--- src/rtl/instr_encoder_loader_pkg.sv ---
// Shared types, opcodes and instruction field positions for the program loader.
package instr_encoder_loader_pkg;

  // Field-level instruction formats accepted by the encoder.
  typedef enum logic [2:0] {
    FMT_R      = 3'd0,
    FMT_IMM    = 3'd1,
    FMT_STORE  = 3'd2,
    FMT_BRANCH = 3'd3,
    FMT_UPPER  = 3'd4,
    FMT_JUMP   = 3'd5
  } instr_format_t;

  // RV32I major opcodes.
  typedef enum logic [6:0] {
    OP_LUI    = 7'b0110111,
    OP_AUIPC  = 7'b0010111,
    OP_JAL    = 7'b1101111,
    OP_JALR   = 7'b1100111,
    OP_BRANCH = 7'b1100011,
    OP_LOAD   = 7'b0000011,
    OP_STORE  = 7'b0100011,
    OP_IMM    = 7'b0010011,
    OP_REG    = 7'b0110011
  } opcode_t;

  // Load session state; exposed on the debug port.
  typedef enum logic [1:0] {
    ST_IDLE  = 2'd0,
    ST_LOAD  = 2'd1,
    ST_DRAIN = 2'd2,
    ST_DONE  = 2'd3
  } load_state_t;

  // Bit positions of the fixed fields inside an encoded word.
  localparam int RD_LSB  = 7;
  localparam int F3_LSB  = 12;
  localparam int RS1_LSB = 15;
  localparam int RS2_LSB = 20;
  localparam int F7_LSB  = 25;

  // funct3 values that turn OP-IMM into a shift (SLLI, SRLI/SRAI).
  localparam logic [2:0] F3_SLL = 3'b001;
  localparam logic [2:0] F3_SRX = 3'b101;

  // True when v is representable as an n-bit two's complement value.
  function automatic logic fits_signed(input logic [31:0] v, input int n);
    logic [31:0] mag;
    mag = v[31] ? ~v : v;
    return (mag >> (n - 1)) == 32'd0;
  endfunction

endpackage

--- src/rtl/instr_encoder_loader_fifo.sv ---
// Synchronous 32-bit FIFO holding encoded words between encoder and memory.
module instr_fifo
  import instr_encoder_loader_pkg::*;
#(
  parameter int DEPTH = 4
) (
  input  logic        clk,
  input  logic        rst,
  input  logic        i_flush,
  input  logic        i_push,
  input  logic        i_pop,
  input  logic [31:0] i_wdata,
  output logic [31:0] o_rdata,
  output logic        o_full,
  output logic        o_empty
);

  localparam int AW = (DEPTH > 1) ? $clog2(DEPTH) : 1;

  logic [31:0]   r_mem [DEPTH];
  logic [AW-1:0] r_wptr;
  logic [AW-1:0] r_rptr;
  logic [AW:0]   r_count;
  logic          w_do_push;
  logic          w_do_pop;

  assign o_full    = (r_count == (AW+1)'(DEPTH));
  assign o_empty   = (r_count == '0);
  assign w_do_push = i_push && !o_full;
  assign w_do_pop  = i_pop && !o_empty;
  assign o_rdata   = r_mem[r_rptr];

  // Storage array; written only on an accepted push.
  always_ff @(posedge clk) begin
    if (w_do_push) r_mem[r_wptr] <= i_wdata;
  end

  // Pointers and occupancy; flush empties the buffer in one cycle.
  always_ff @(posedge clk or posedge rst) begin
    if (rst) begin
      r_wptr  <= '0;
      r_rptr  <= '0;
      r_count <= '0;
    end else if (i_flush) begin
      r_wptr  <= '0;
      r_rptr  <= '0;
      r_count <= '0;
    end else begin
      if (w_do_push) r_wptr <= r_wptr + AW'(1);
      if (w_do_pop)  r_rptr <= r_rptr + AW'(1);
      if (w_do_push && !w_do_pop)      r_count <= r_count + (AW+1)'(1);
      else if (w_do_pop && !w_do_push) r_count <= r_count - (AW+1)'(1);
    end
  end

endmodule

--- src/rtl/instr_encoder_loader.sv ---
// Program loader: packs field-level instructions into RV32I words, buffers them
// and writes them to consecutive instruction memory addresses.
//
// Handshakes: a transfer happens on a rising edge where valid and ready are both
// high (in_valid/in_ready on input, mem_we/mem_ready on the memory side); the
// offering side holds its payload stable until then, and ready never depends
// combinationally on the same side's valid.
module instr_encoder_loader
  import instr_encoder_loader_pkg::*;
#(
  parameter int                    ADDR_WIDTH = 32,
  parameter logic [ADDR_WIDTH-1:0] BASE_ADDR  = '0,
  parameter int                    FIFO_DEPTH = 4
) (
  input  logic                  clk,
  input  logic                  rst,
  input  logic                  load_start,
  input  logic                  load_end,
  input  logic                  in_valid,
  output logic                  in_ready,
  input  instr_format_t         in_fmt,
  input  logic [6:0]            in_opcode,
  input  logic [4:0]            in_rd,
  input  logic [4:0]            in_rs1,
  input  logic [4:0]            in_rs2,
  input  logic [2:0]            in_funct3,
  input  logic [6:0]            in_funct7,
  input  logic [31:0]           in_imm,
  output logic                  mem_we,
  output logic [ADDR_WIDTH-1:0] mem_addr,
  output logic [31:0]           mem_wdata,
  input  logic                  mem_ready,
  output logic [ADDR_WIDTH-1:0] words_written,
  output logic                  err,
  output logic                  busy,
  output logic                  done,
  output load_state_t           dbg_state
);

  load_state_t           r_state;
  load_state_t           w_next;
  logic [ADDR_WIDTH-1:0] r_addr;
  logic [ADDR_WIDTH-1:0] r_count;
  logic                  r_err;
  logic [31:0]           w_enc;
  logic [31:0]           w_head;
  logic                  w_ok;
  logic                  w_is_shift;
  logic                  w_full;
  logic                  w_empty;
  logic                  w_in_ready;
  logic                  w_accept;
  logic                  w_push;
  logic                  w_pop;

  // Inputs are accepted only while loading; the load_start cycle is a flush cycle.
  assign w_in_ready = (r_state == ST_LOAD) && !w_full && !load_start;
  assign w_accept   = in_valid && w_in_ready;
  assign w_push     = w_accept && w_ok;
  assign w_pop      = !w_empty && mem_ready && !load_start;
  assign w_is_shift = (in_opcode == OP_IMM) &&
                      ((in_funct3 == F3_SLL) || (in_funct3 == F3_SRX));

  // Encoder mux and immediate range checker.
  always_comb begin
    w_enc = '0;
    w_ok  = 1'b1;
    case (in_fmt)
      FMT_R: w_enc = {in_funct7, in_rs2, in_rs1, in_funct3, in_rd, in_opcode};
      FMT_IMM: begin
        if (w_is_shift) begin
          w_enc = {in_funct7, in_imm[4:0], in_rs1, in_funct3, in_rd, in_opcode};
          w_ok  = (in_imm[31:5] == 27'd0);
        end else begin
          w_enc = {in_imm[11:0], in_rs1, in_funct3, in_rd, in_opcode};
          w_ok  = fits_signed(in_imm, 12);
        end
      end
      FMT_STORE: begin
        w_enc = {in_imm[11:5], in_rs2, in_rs1, in_funct3, in_imm[4:0], in_opcode};
        w_ok  = fits_signed(in_imm, 12);
      end
      FMT_BRANCH: begin
        w_enc = {in_imm[12], in_imm[10:5], in_rs2, in_rs1, in_funct3,
                 in_imm[4:1], in_imm[11], in_opcode};
        w_ok  = fits_signed(in_imm, 13) && !in_imm[0];
      end
      FMT_UPPER: begin
        w_enc = {in_imm[31:12], in_rd, in_opcode};
        w_ok  = (in_imm[11:0] == 12'd0);
      end
      FMT_JUMP: begin
        w_enc = {in_imm[20], in_imm[10:1], in_imm[11], in_imm[19:12], in_rd, in_opcode};
        w_ok  = fits_signed(in_imm, 21) && !in_imm[0];
      end
      default: w_ok = 1'b0;
    endcase
  end

  instr_fifo #(
    .DEPTH (FIFO_DEPTH)
  ) u_fifo (
    .clk     (clk),
    .rst     (rst),
    .i_flush (load_start),
    .i_push  (w_push),
    .i_pop   (w_pop),
    .i_wdata (w_enc),
    .o_rdata (w_head),
    .o_full  (w_full),
    .o_empty (w_empty)
  );

  // Session state register.
  always_ff @(posedge clk or posedge rst) begin
    if (rst) r_state <= ST_IDLE;
    else     r_state <= w_next;
  end

  // Next-state logic; load_start restarts a session from any state.
  always_comb begin
    w_next = r_state;
    if (load_start) begin
      w_next = ST_LOAD;
    end else begin
      case (r_state)
        ST_LOAD:  if (load_end) w_next = ST_DRAIN;
        ST_DRAIN: if (w_empty)  w_next = ST_DONE;
        default:  w_next = r_state;
      endcase
    end
  end

  // Write address, completed-write count and sticky error flag.
  always_ff @(posedge clk or posedge rst) begin
    if (rst) begin
      r_addr  <= BASE_ADDR;
      r_count <= '0;
      r_err   <= 1'b0;
    end else if (load_start) begin
      r_addr  <= BASE_ADDR;
      r_count <= '0;
      r_err   <= 1'b0;
    end else begin
      if (w_pop) begin
        r_addr  <= r_addr + ADDR_WIDTH'(4);
        r_count <= r_count + ADDR_WIDTH'(1);
      end
      if (w_accept && !w_ok) r_err <= 1'b1;
    end
  end

  assign in_ready      = w_in_ready;
  assign mem_we        = !w_empty;
  assign mem_wdata     = w_head;
  assign mem_addr      = r_addr;
  assign words_written = r_count;
  assign err           = r_err;
  assign busy          = (r_state == ST_LOAD) || (r_state == ST_DRAIN);
  assign done          = (r_state == ST_DONE);
  assign dbg_state     = r_state;

endmodule
--- config.mk ---
export PLATFORM = sky130hd
export DESIGN_NAME = instr_encoder_loader
export DESIGN_NICKNAME = d
export VERILOG_FILES = /design/src/rtl/instr_encoder_loader_pkg.sv /design/src/rtl/instr_encoder_loader_fifo.sv /design/src/rtl/instr_encoder_loader.sv
export SDC_FILE = /design/constraint.sdc
export NUM_CORES = 1
export LEC_CHECK = 0
export ABC_AREA = 1
export ABC_CLOCK_PERIOD_IN_PS = 3000
export BUFFER_PORTS_ARGS = -buffer_cell sky130_fd_sc_hd__buf_4
export CAP_MARGIN = 20
export CELL_PAD_IN_SITES_DETAIL_PLACEMENT = 0
export CELL_PAD_IN_SITES_GLOBAL_PLACEMENT = 1
export CORE_UTILIZATION = 39
export CTS_CLUSTER_DIAMETER = 100
export DETAILED_ROUTE_END_ITERATION = 10
export PLACE_DENSITY_LB_ADDON = 0.1
export SLEW_MARGIN = 10
export SYNTH_ARGS = -nofsm -noshare
export SYNTH_HDL_FRONTEND = slang
export SYNTH_HIERARCHICAL = 1
export SYNTH_SLANG_ARGS = --single-unit
--- constraint.sdc ---
create_clock -name clk -period 3 [get_ports clk]
set_input_delay 0.6 -clock clk [delete_from_list [all_inputs] [get_ports clk]]
set_output_delay 0.6 -clock clk [all_outputs]
set_load 0.01 [all_outputs]
==> impl_metrics.toml, run 1 <==
[timing]
tightest_slew_ns = 0.733
slew_headroom_pct = 51.0
finalSetupViolCount = 0
tns_ns = 0
period_needed_ns = 2.79
hold_viol = 0
maxClockFrequency_ghz = 0.358
drv_slew = 0
rsz0062_at_grt = "no"
fin_hold_ws_ns = 0.134
period_share_pct = 93.1
skew_ns = 0.0180

[pwr]
p_int_mw = 4.58
switching_share_pct = 29.7
totalPowerFinal_mw = 6.52
p_clk_share_pct = 35.3
seq_power_share_pct = 47.2
p_per_area_mw_per_mm2 = 515
switchingPower_mw = 1.94
peakVddDrop_v = 0.000308
p_leak_nw = 5.26
comb_power_share_pct = 17.5

[global_routing]
grt_usage_pct = 22.1
grt_max_degree = 67
grt_pass1_wl_mm = 45.3
grt.overflow.total = 0
grt_pass1_vias = 8280
grt_antenna_before_repair = 0

[cells_and_area]
layout-drive-gt1-share_pct = 20.7
antennaDiodeCount = 0
final_util_pct = 49.7
area_growth_pct = 23.7
final_nets = 1418
final_area_mm2 = 0.0127

[synth]
synth_top_cell_area_share_pct = 37.6
synth_area_leaders = "edfxtp_1 38%, dfrtp_1 18%, nand2_1 7.3%, nor2_1 6.4%, inv_1 4.9%"
yosysMostFrequentCell = "nand2_1"
ys_warn_count = 6
synth_edf_count = 128
syn-cell-area_mm2 = 0.0102
avgSynthCellArea_um2 = 8.88
synth_async_sr_flop_share_pct = 36.0
syn_inst = 1152
synth_top_area_cell = "edfxtp_1"
synth_ff_type = "edfxtp_1"
synth.ff_latch_count = 200
ys_types = 49
synth_common_cells = "198 x nand2_1, 174 x nor2_1, 133 x inv_1"
seq_area_frac_synth_pct = 55.2

[routing]
drt_wl_total_mm = 28.8
wl_per_cell_um = 17.2
drc = 0
drtAntennaViolNets = 0
vias = 8718
firstDrtPassIters = 5
routed_via_density = 5.20
drtIter0Drc = 466

[setup_path]
arrival_ns = 2.19
worstSetupEndpointType = "output port"
critical_path_class = "reg -> out"
setup.worst_path.start_class = "flip-flop"
worstPathRequired_ns = 2.40
crit_fanout = 66

[worst_hold_path]
hp-class = "in -> async"

[placed_design]
gp_congestion = 0.891
hpwlAfterDp_mm = 21.0
portBuffers = 173
place_area_mm2 = 0.0121

[die]
start_util_pct = 40.2
dieArea_mm2 = 0.0269
io_pins = 176
dieHeight_um = 164
fp.coreArea_mm2 = 0.0255
die_w_um = 164
rows = 58

[flow_run]
drv_cap = 0

[clock_network]
cts_tree = "yes"
h-tree-depth = 4
cts_max_path_buffers = 2
numClockSinks = 200
clk_pin_slew_worst_paths_ns = 0.07
numCtsBuffers = 17
post-cts-setup-buffers = 0
cts_hold_buf = 0
cts_resized = 0
root_buffer = "clkbuf_16"
clk-insertion-delay-late_ns = 0.44

[status]
status = "finished, final reports clean"
through the flow:
stage / std cells / worst slack, ns
after global routing: 1678 / 0.0940
final: 1678 / 0.207
after global placement: 1646 / 0.0580
after floorplan: 1153 / -0.105
after detailed placement: 1646 / -0.0166
after CTS: 1678 / 0.227
sequential cells by signal, summed over array words and instances (netlist names):
name and cells:
mem_addr 30, u_fifo/r_rptr 2, err 1, u_fifo/r_mem 128
u_fifo/r_count 3, u_fifo/r_wptr 2, words_written 32, dbg_state 2
power groups by stage:
| stage | clock (mW) | combinational, mW | sequential, mW |
|---|---|---|---|
| finish | 2.30 | 1.14 | 3.08 |
| CTS | 2.35 | 1.15 | 3.08 |
| detailed placement | 0 | 1.15 | 3.14 |
| floorplan | 0 | 0.622 | 3.13 |
| global placement | 0 | 1.14 | 3.14 |
| global route | 2.46 | 1.27 | 3.09 |
logic make-up after synthesis:
family,Yosys count,share of synthesized area [%]
AOI/OAI and AO/OA,217,11.8
xor gates and xnor gates,7,0.599
adders and majority gates,10,1.30
buffers and inverters,180,7.23
DFF,200,55.2
other,1,0.0367
and+or+nand+nor,537,23.8
worst max-delay path, cell delays in order, from the launching register on:
cell and delay [ns]:
dfrtp_2 0.36, buf_4 0.57, o21ai_1 0.19, o22ai_1 0.40
buf_4 0.20
path summary, 6_finish.rpt:
kind	slack [ns]	cells after the start	end	from
worst min-delay path	0.13	2	u_fifo/r_count[0]$_DFFE_PP0P_	rst
worst min register to register	0.54	1	mem_addr[4]$_DFFE_PP0N_	mem_addr[4]$_DFFE_PP0N_
worst max register to register	0.53	15	u_fifo/r_count[1]$_DFFE_PP0P_	dbg_state[1]$_DFFE_PP0P_
min in group clk	0.51	5	err$_DFFE_PP0P_	in_valid
worst max-delay path	0.21	4	mem_wdata[16]	u_fifo/r_rptr[0]$_DFFE_PP0P_
max in group asynchronous	1.97	3	words_written[29]$_DFFE_PP0N_	rst
cell usage in the layout (no fill, tap or decap), drive strengths merged, types with 35 or more instances in the layout:
cell type,instances
a21oi,43
buf,199
dfrtp,72
edfxtp,128
inv,149
nand2,207
nand3,56
nand4,39
nor2,187
nor3,38
o21ai,114
o22ai,35
metal layers:
| layer | track usage [%] | up-vias | part of all wire, % |
|---|---|---|---|
| met5 | 0 | - | 0 |
| met2 | 33.4 | 215 | 45 |
| li1 | - | 4299 | - |
| met4 | 5.13 | 0 | 0.96 |
| met1 | 32.9 | 4185 | 50 |
| met3 | 3.56 | 19 | 4.7 |
area by class of cell:
cell class	count	area [um2]
clock buffers	18	429
clock inverters	14	166
fillers	2456	12800
inverters	144	541
multi-input cells	773	3880
flip-flops and latches	200	5650
well taps	330	413
repair buffers	199	1580
(Power assumes the default switching activity.)
==> run 2: changes to the inputs <==
Settings changed: CELL_PAD_IN_SITES_DETAIL_PLACEMENT 0 to 1, REMOVE_ABC_BUFFERS set to 1.
==> impl_metrics.toml, run 2 (synthesized netlist as in run 1, its figures left out) <==
[timing]
drv_slew = 0
hold_viol = 0
tightest_slew_ns = 0.785
skew_ns = 0.0204
maxClockFrequency_ghz = 0.372
period_share_pct = 89.6
tns_ns = 0
slew_headroom_pct = 47.1
rsz0062_at_grt = "no"
finalSetupViolCount = 0
period_needed_ns = 2.69

[clock_network]
h-tree-depth = 4
clk-insertion-delay-late_ns = 0.45
cts_hold_buf = 0
cts_max_path_buffers = 2
numCtsBuffers = 17
cts_tree = "yes"
clk_pin_slew_worst_paths_ns = 0.08
post-cts-setup-buffers = 0
numClockSinks = 200
cts_resized = 0
root_buffer = "clkbuf_16"

[setup_path]
critical_path_class = "reg -> out"
cp_common_cell = "buf_4"
worstSetupEndpointType = "output port"
worstPathCellList = "buf_4 -> o21ai_1 -> o22ai_1 -> buf_4"
slowest_stage = "buf_4"
r2r-start = "u_fifo/r_count[0]$_DFFE_PP0P_"
crit_fanout = 66
rr_worst_depth = 14
worstPathRequired_ns = 2.40
arrival_ns = 2.09
crit_buf_inv = 2
rr_endpoint = "u_fifo/r_count[1]$_DFFE_PP0P_"
crit_family = "buffers and inverters"
r2r_slack_ns = 0.47
cpPeakStageDelay_ns = 0.59
setup.worst_path.start_class = "flip-flop"

[global_routing]
busiest_layer = "met2"
use_met1_pct = 32.1
grt_antenna_before_repair = 0
grtUsageMet3_pct = 2.73
grt_usage_pct = 23.7
grt_max_degree = 67
grt.overflow.total = 0
met2_usage_pct = 39.8
grt_pass1_wl_mm = 48.8
grt_pass1_vias = 9087

[cells_and_area]
final_common_cell = "nand2_1"
largest_register = "u_fifo/r_mem"
largest_reg_flops = 128
num-fill-cells = 3008
final_nets = 1423
final_cell_mix = "198 x nand2_1, 194 x buf_4, 170 x nor2_1"
stdcell_count = 1683
area_growth_pct = 25.0
final_area_mm2 = 0.0128
layout-drive-gt1-share_pct = 21.1
antennaDiodeCount = 0

[placed_design]
portBuffers = 173
dpl.cell_count = 1651
gp_congestion = 0.928
place_area_mm2 = 0.0121
hpwlAfterDp_mm = 22.8

[flow_run]
drv_cap = 0

[routing]
routed_via_density = 5.30
vias = 8918
firstDrtPassIters = 4
wl_per_cell_um = 18.6
drtIter0Drc = 452
drt_wl_total_mm = 31.2
drtAntennaViolNets = 0
drc = 0

[pwr]
p_leak_nw = 5.32
peakVddDrop_v = 0.000372
p_per_area_mw_per_mm2 = 527

[worst_hold_path]
hp-class = "in -> async"

[die]
die_w_um = 164
start_util_pct = 40.2
dieArea_mm2 = 0.0269
dieHeight_um = 164
rows = 58
fp.coreArea_mm2 = 0.0255
io_pins = 176

[status]
status = "finished, final reports clean"
==> run 2: cell count changes in the layout (fill, tap and decap cells not counted), sizes merged <==
cell    delta
buf        +5
inv        +2
clkbuf     -1
clkinv     -1
==> run 2: layout make-up <==
cell class	count	area [um2]	share of cell area [%]
tap	330	413	3.23
inverter	144	541	4.23
clock buffer	17	425	3.33
clock inverter	15	229	1.79
timing repair buffer	204	1660	13.0
sequential	200	5650	44.2
multi-input combinational	773	3880	30.3
==> run 2: how the worst max path moves through the flow <==
stage | start | endpoint | cells after the start
after detailed placement | in_imm[31] | u_fifo/r_count[1]$_DFFE_PP0P_ | 17
final | u_fifo/r_rptr[0]$_DFFE_PP0P_ | mem_wdata[20] | 4
after global routing | in_imm[31] | u_fifo/r_count[2]$_DFFE_PP0P_ | 18
after CTS | u_fifo/r_rptr[0]$_DFFE_PP0P_ | mem_wdata[16] | 4
after global placement | in_imm[31] | u_fifo/r_count[1]$_DFFE_PP0P_ | 17
after floorplan | in_fmt[0] | u_fifo/r_mem[0][0]$_DFFE_PP_ | 10
==> run 2: stage by stage <==
| step | util [%] | hold slack, ns | total power, mW | setup WS [ns] |
|---|---|---|---|---|
| floorplan | - | 0.403 | 3.70 | -0.465 |
| global placement | 47.6 | 0.471 | 4.27 | 0.125 |
| detailed placement | 47.6 | 0.479 | 4.30 | 0.0287 |
| CTS | 50.2 | 0.0971 | 6.80 | 0.303 |
| global route | 50.2 | 0.127 | 7.01 | 0.0676 |
| finish | 50.2 | 0.102 | 6.74 | 0.311 |
==> run 2: per-layer routing <==
metal  vias to the layer above  wire [um]  share of wire [%]
met3                        30        919                2.9
met4                         0        499                1.6
met5                         -          0                  0
met1                      4420      14500                 46
li1                       4297          -                  -
met2                       171      15300                 49
==> run 2: where the power goes <==
| group | internal (mW) | switching [mW] |
|---|---|---|
| clock | 1.20 | 1.31 |
| combinational | 0.443 | 0.712 |
| sequential | 3.01 | 0.0697 |
